--- src/rtl/alu_pkg.sv ---
// Shared opcode encodings, FSM state type and flag bundle for the sequential ALU.
package alu_pkg;

  localparam logic [3:0] OP_AND  = 4'b0000;
  localparam logic [3:0] OP_OR   = 4'b0001;
  localparam logic [3:0] OP_ADD  = 4'b0010;
  localparam logic [3:0] OP_SUB  = 4'b0110;
  localparam logic [3:0] OP_SLT  = 4'b0111;
  localparam logic [3:0] OP_NOR  = 4'b1100;
  localparam logic [3:0] OP_NAND = 4'b1101;
  localparam logic [3:0] OP_MUL  = 4'b1110;
  localparam logic [3:0] OP_MULH = 4'b1111;

  typedef enum logic [1:0] {
    IDLE = 2'd0,
    MUL  = 2'd1,
    DONE = 2'd2
  } state_t;

  typedef struct packed {
    logic zf;
    logic nf;
    logic cf;
    logic of;
  } flags_t;

  function automatic logic is_mul(input logic [3:0] aluc);
    return (aluc == OP_MUL) || (aluc == OP_MULH);
  endfunction

endpackage

--- src/rtl/seq_multiplier.sv ---
// Iterative shift-add multiplier, one multiplier bit per cycle, WIDTH cycles per product.
// product is the accumulator after the current step; it holds the final result while done is high.
module seq_multiplier #(
  parameter int WIDTH = 8
) (
  input  logic               clk,
  input  logic               rst,
  input  logic               start,
  input  logic [WIDTH-1:0]   multiplicand,
  input  logic [WIDTH-1:0]   multiplier,
  output logic               busy,
  output logic               done,
  output logic [2*WIDTH-1:0] product
);

  localparam int CW = $clog2(WIDTH + 1);

  logic [WIDTH-1:0]   mcand;
  logic [2*WIDTH-1:0] acc;
  logic [CW-1:0]      cnt;
  logic [WIDTH:0]     sum;

  // Upper half accumulates the multiplicand; the lower half holds the
  // remaining multiplier bits and fills with product bits as it shifts.
  always_comb begin
    sum     = {1'b0, acc[2*WIDTH-1:WIDTH]} + (acc[0] ? {1'b0, mcand} : '0);
    product = {sum, acc[WIDTH-1:1]};
  end

  assign done = busy && (cnt == CW'(1));

  always_ff @(posedge clk or posedge rst) begin
    if (rst) begin
      busy  <= 1'b0;
      mcand <= '0;
      acc   <= '0;
      cnt   <= '0;
    end else if (start && !busy) begin
      busy  <= 1'b1;
      mcand <= multiplicand;
      acc   <= {{WIDTH{1'b0}}, multiplier};
      cnt   <= CW'(WIDTH);
    end else if (busy) begin
      acc <= product;
      cnt <= cnt - CW'(1);
      if (done) busy <= 1'b0;
    end
  end

endmodule

--- src/rtl/alu_seq.sv ---
// Sequential ALU with valid/ready on both sides; 1-cycle latency for logic/arith, WIDTH cycles for MUL/MULH.
// Results are held in DONE until out_ready; in_ready is high only in IDLE, so upstream stalls during work.
module alu_seq
  import alu_pkg::*;
#(
  parameter int WIDTH = 8
) (
  input  logic             clk,
  input  logic             rst,
  input  logic             in_valid,
  output logic             in_ready,
  input  logic [WIDTH-1:0] a,
  input  logic [WIDTH-1:0] b,
  input  logic [3:0]       aluc,
  input  logic             cin,
  output logic             out_valid,
  input  logic             out_ready,
  output logic [WIDTH-1:0] r,
  output logic             zf,
  output logic             nf,
  output logic             cf,
  output logic             of
);

  state_t             state;
  flags_t             flags_q;
  logic               op_mulh;

  logic               mul_start;
  logic               mul_busy;
  logic               mul_done;
  logic [2*WIDTH-1:0] mul_product;

  logic [WIDTH:0]     add_s;
  logic [WIDTH:0]     sub_d;
  logic [WIDTH-1:0]   alu_r;
  flags_t             alu_f;
  logic [WIDTH-1:0]   mul_r;
  flags_t             mul_f;

  assign mul_start = (state == IDLE) && in_valid && is_mul(aluc) && !mul_busy;

  seq_multiplier #(
    .WIDTH(WIDTH)
  ) u_mul (
    .clk         (clk),
    .rst         (rst),
    .start       (mul_start),
    .multiplicand(a),
    .multiplier  (b),
    .busy        (mul_busy),
    .done        (mul_done),
    .product     (mul_product)
  );

  // Single-cycle datapath works straight off the inputs; its result is
  // registered on the accept edge, which is where operands are captured.
  always_comb begin
    add_s = {1'b0, a} + {1'b0, b} + {{WIDTH{1'b0}}, cin};
    sub_d = {1'b0, a} - {1'b0, b} - {{WIDTH{1'b0}}, cin};
    alu_r = '0;
    alu_f = '0;
    case (aluc)
      OP_AND:  alu_r = a & b;
      OP_OR:   alu_r = a | b;
      OP_NOR:  alu_r = ~(a | b);
      OP_NAND: alu_r = ~(a & b);
      OP_ADD: begin
        alu_r    = add_s[WIDTH-1:0];
        alu_f.cf = add_s[WIDTH];
        alu_f.of = (a[WIDTH-1] == b[WIDTH-1]) && (add_s[WIDTH-1] != a[WIDTH-1]);
      end
      OP_SUB: begin
        alu_r    = sub_d[WIDTH-1:0];
        alu_f.cf = sub_d[WIDTH];
        alu_f.of = (a[WIDTH-1] != b[WIDTH-1]) && (sub_d[WIDTH-1] != a[WIDTH-1]);
      end
      OP_SLT:  alu_r = {{(WIDTH-1){1'b0}}, ($signed(a) < $signed(b))};
      default: alu_r = '0;
    endcase
    alu_f.zf = (alu_r == '0);
    alu_f.nf = alu_r[WIDTH-1];
  end

  always_comb begin
    mul_f    = '0;
    mul_r    = op_mulh ? mul_product[2*WIDTH-1:WIDTH] : mul_product[WIDTH-1:0];
    mul_f.of = !op_mulh && (|mul_product[2*WIDTH-1:WIDTH]);
    mul_f.zf = (mul_r == '0);
    mul_f.nf = mul_r[WIDTH-1];
  end

  always_ff @(posedge clk or posedge rst) begin
    if (rst) begin
      state     <= IDLE;
      r         <= '0;
      flags_q   <= '0;
      out_valid <= 1'b0;
      in_ready  <= 1'b1;
      op_mulh   <= 1'b0;
    end else begin
      case (state)
        IDLE: begin
          if (in_valid) begin
            in_ready <= 1'b0;
            if (is_mul(aluc)) begin
              op_mulh <= (aluc == OP_MULH);
              state   <= MUL;
            end else begin
              r         <= alu_r;
              flags_q   <= alu_f;
              out_valid <= 1'b1;
              state     <= DONE;
            end
          end
        end
        MUL: begin
          if (mul_done) begin
            r         <= mul_r;
            flags_q   <= mul_f;
            out_valid <= 1'b1;
            state     <= DONE;
          end
        end
        DONE: begin
          if (out_ready) begin
            out_valid <= 1'b0;
            in_ready  <= 1'b1;
            state     <= IDLE;
          end
        end
        default: begin
          out_valid <= 1'b0;
          in_ready  <= 1'b1;
          state     <= IDLE;
        end
      endcase
    end
  end

  assign zf = flags_q.zf;
  assign nf = flags_q.nf;
  assign cf = flags_q.cf;
  assign of = flags_q.of;

endmodule

--- config.mk ---
export PLATFORM = sky130hd
export DESIGN_NAME = alu_seq
export DESIGN_NICKNAME = d
export VERILOG_FILES = /design/src/rtl/alu_pkg.sv /design/src/rtl/seq_multiplier.sv /design/src/rtl/alu_seq.sv
export SDC_FILE = /design/constraint.sdc
export NUM_CORES = 1
export LEC_CHECK = 0
export CAP_MARGIN = 20
export CORE_ASPECT_RATIO = 1.25
export CORE_MARGIN = 10
export CORE_UTILIZATION = 58
export CTS_CLUSTER_DIAMETER = 100
export DETAILED_ROUTE_END_ITERATION = 6
export PLACE_DENSITY = 0.81
export REMOVE_ABC_BUFFERS = 1
export SETUP_SLACK_MARGIN = 0.02
export SLEW_MARGIN = 20
export SYNTH_ARGS = -nofsm -noshare
export SYNTH_HDL_FRONTEND = slang
export SYNTH_SLANG_ARGS = --single-unit
export TNS_END_PERCENT = 1
--- constraint.sdc ---
create_clock -name clk -period 4 [get_ports clk]
set_input_delay 0.8 -clock clk [delete_from_list [all_inputs] [get_ports clk]]
set_output_delay 0.8 -clock clk [all_outputs]
set_load 0.01 [all_outputs]
==> reports/summary.txt <==
Ys flop type: dfrtp_1
Clk Latency, worst-skew pair: 0.31 ns
Buffers on Ports: 38
P per Cell Area: 468 nW/um2
Pre-antenna DRT Iters: 7
FFs w/ async S/R, synth: 100%
Syn-to-layout area delta: 15.3%
Setup bufs post-CTS: 0
Layout net count: 560
Core ar.: 6570 um2
Crit Reg-Reg Startpoint: u_mul.acc[0]
Die H: 112 um
Setup-failing EPs final: 0
Max-slew violations: 0
DR DRC count: 0
Cts hold-fix bufs: 0
Post-synth cell types: 62
Worst VDD drop: 0.335 mV
# resized after CTS: 0
HP Start: in_ready
R2R setup slack: 0.98 ns
CP required: 4.23 ns
Crit path time final: 3.63 ns
Routed via count: 3568
Finished Core Util: 69.2%
Max-cap violation count: 0
Slew headroom: 48.7%
Rows: 33
WL/cell: 18.1 um
Fin cells: 570
Clock tree buffer depth: 2
Largest cells by area after synthesis: dfrtp_1 28%, ha_1 15%, nand2_1 3.7%
Area leader, netlist: dfrtp_1
Hold Path Class: flop to flop
CTS tree: done
Filler cell count: 515
Final worst slack: 0.368 ns
First-pass GRT wire length: 16900 um
Share of the synthesized area in the top cell type: 28.0%
Worst-path fanout max: 5
Seq/Total Area, Yosys: 28.6%
Worst hold endpoint: in_ready
Synth warnings: 0
ANT cells: 0
Unrepaired setup endpoints after global routing: false
Top-count cell post-synth: ha_1
Cell depth of the worst hold path: 2
Clock sinks: 45
Antenna violations before repair: 0
Pin count of the biggest net entering global routing: 46
Synth Instances: 446
Clock Skews: 0.0102 ns
# IOs: 39
Leak: 2.08 nW
GRT Total Usage: 19.5%
FF-to-FF path depth: 10
Setup_tns: 0 ns
CP max stage cell: fa_1
Reg2reg end: of
Antenna Violating Nets Remaining: 0
Total wire length: 10300 um
Vias per cell: 6.26
Mean Syn Cell Area: 8.83 um2
Crit Path Class: input pin to flop
Number of global-route vias before repair: 3507
Cell family with most CP delay: compound AO/OA/AOI/OAI gates
Final hold violations: 0
Launching element type of the critical path: input pin
F_max: 275 MHz
Flops & latches, synth: 45
Crit path capture type: flop
Post-place setup slack: 0.129 ns
CTS buffer count: 5
DIE WIDTH: 93.7 um
Placer Congestion: 0.940
DR iter-0 viols: 309
Grt ovf: 0
EDFF count, synth: 0
Starting density of the core: 60.0%
Fin crit share: 90.8%
Share of cells above drive strength 1: 9.11%
Worst Path Arrival: 3.86 ns
Cells along the critical path: clkdlybuf4s50_1, fa_1, inv_1, ha_1, o21ai_0, nand2_1, xor2_1, a221o_1, nor4_1, nand4_1, a21oi_1
DPL Wire Length: 8170 um
Die area: 10500 um2
Crit-path max cell delay: 0.61 ns
Placed insts: 562
Worst Path Buf+Inv: 2
Number of H-tree levels: 2
Synth Cell Area: 3940 um2
Worst Tran Pin Value: 0.768 ns
Outcome: finished, final reports clean
Power Total: 2.13 mW
Commonest cells post-synth: 48 x ha_1, 44 x dfrtp_1, 39 x nand2_1
Root buf cell: clkbuf_8
Clock transition at the registers of the reported paths: 0.08 ns
==> worst reg2reg max path: cells and delay by family, from the launching register on <==
| family | cells | cell delay [ns] |
|---|---|---|
| simple gates | 4 | 1.12 |
| compound gates | 4 | 0.68 |
| fa+ha+maj | 2 | 0.66 |
| flops | 1 | 0.45 |
==> per-layer routing <==
layer | part of all wire, % | GRT usage (%)
met5 | 0 | 0
met4 | 2.9 | 7.41
met3 | 6.5 | 2.53
met2 | 51 | 35.0
met1 | 40 | 22.5
==> power by group <==
| group | internal [mW] | switching, mW | leakage (nW) |
|---|---|---|---|
| clock network | 0.203 | 0.163 | 0.0574 |
| registers | 0.626 | 0.142 | 0.578 |
| logic | 0.460 | 0.532 | 1.45 |
==> through the flow <==
stage,cell area [um2],hold WS (ns)
after detailed placement,4420,0.463
after global placement,4420,0.448
after global routing,4540,0.497
after floorplan,3860,0.456
final,4540,0.469
after CTS,4540,0.475
==> kinds of logic (layout without fill, tap and decap cells) <==
kind of cell	Yosys count	after routing	share of synthesized area (%)
simple gates	131	131	17.2
compound gates	130	130	22.5
fa+ha+maj	53	53	17.8
buf+inv	52	89	5.24
flops	45	45	28.6
mux	18	18	4.89
xor+xnor	17	17	3.78
==> worst max-delay path by stage <==
stage	startpoint	end	slack (ns)	cells past startpoint
after floorplan	a[0]	zf	1.06	10
after global placement	a[0]	zf	0.21	11
after detailed placement	a[0]	zf	0.13	11
after CTS	a[0]	zf	0.43	11
after global routing	b[0]	zf	0.25	10
final	a[0]	zf	0.37	11
==> registers in the layout, summed over array words and instances, names as in the netlist <==
| name | cells |
|---|---|
| u_mul.mcand | 8 |
| u_mul.busy | 1 |
| zf | 1 |
| of | 1 |
| op_mulh | 1 |
| u_mul.cnt | 4 |
| in_ready | 1 |
| u_mul.acc | 16 |
| cf | 1 |
| state | 2 |
| out_valid | 1 |
| r | 8 |
==> cells in the final DEF, fill, tap and decap left out, types with 8 or more instances in the layout <==
cell type,count
ha_1,48
dfrtp_1,44
inv_1,32
xnor2_1,9
buf_4,10
a211oi_1,11
o22ai_1,9
nor2_1,29
clkdlybuf4s50_1,38
a21oi_1,22
nor3_1,10
nand2_1,39
mux2_2,10
a22o_1,8
and2_1,10
mux2i_1,8
o21ai_0,28
nor2b_1,8
xor2_1,8
==> cell type report <==
type / instances / area (um2) / area share, %
inverter: 33 / 124 / 2.73
clock inverter: 2 / 37.5 / 0.827
tap: 87 / 109 / 2.40
multi-input combinational: 349 / 2610 / 57.4
timing repair buffer: 48 / 455 / 10.0
clock buffer: 6 / 82.6 / 1.82
sequential: 45 / 1130 / 24.8
(Power assumes the default switching activity.)
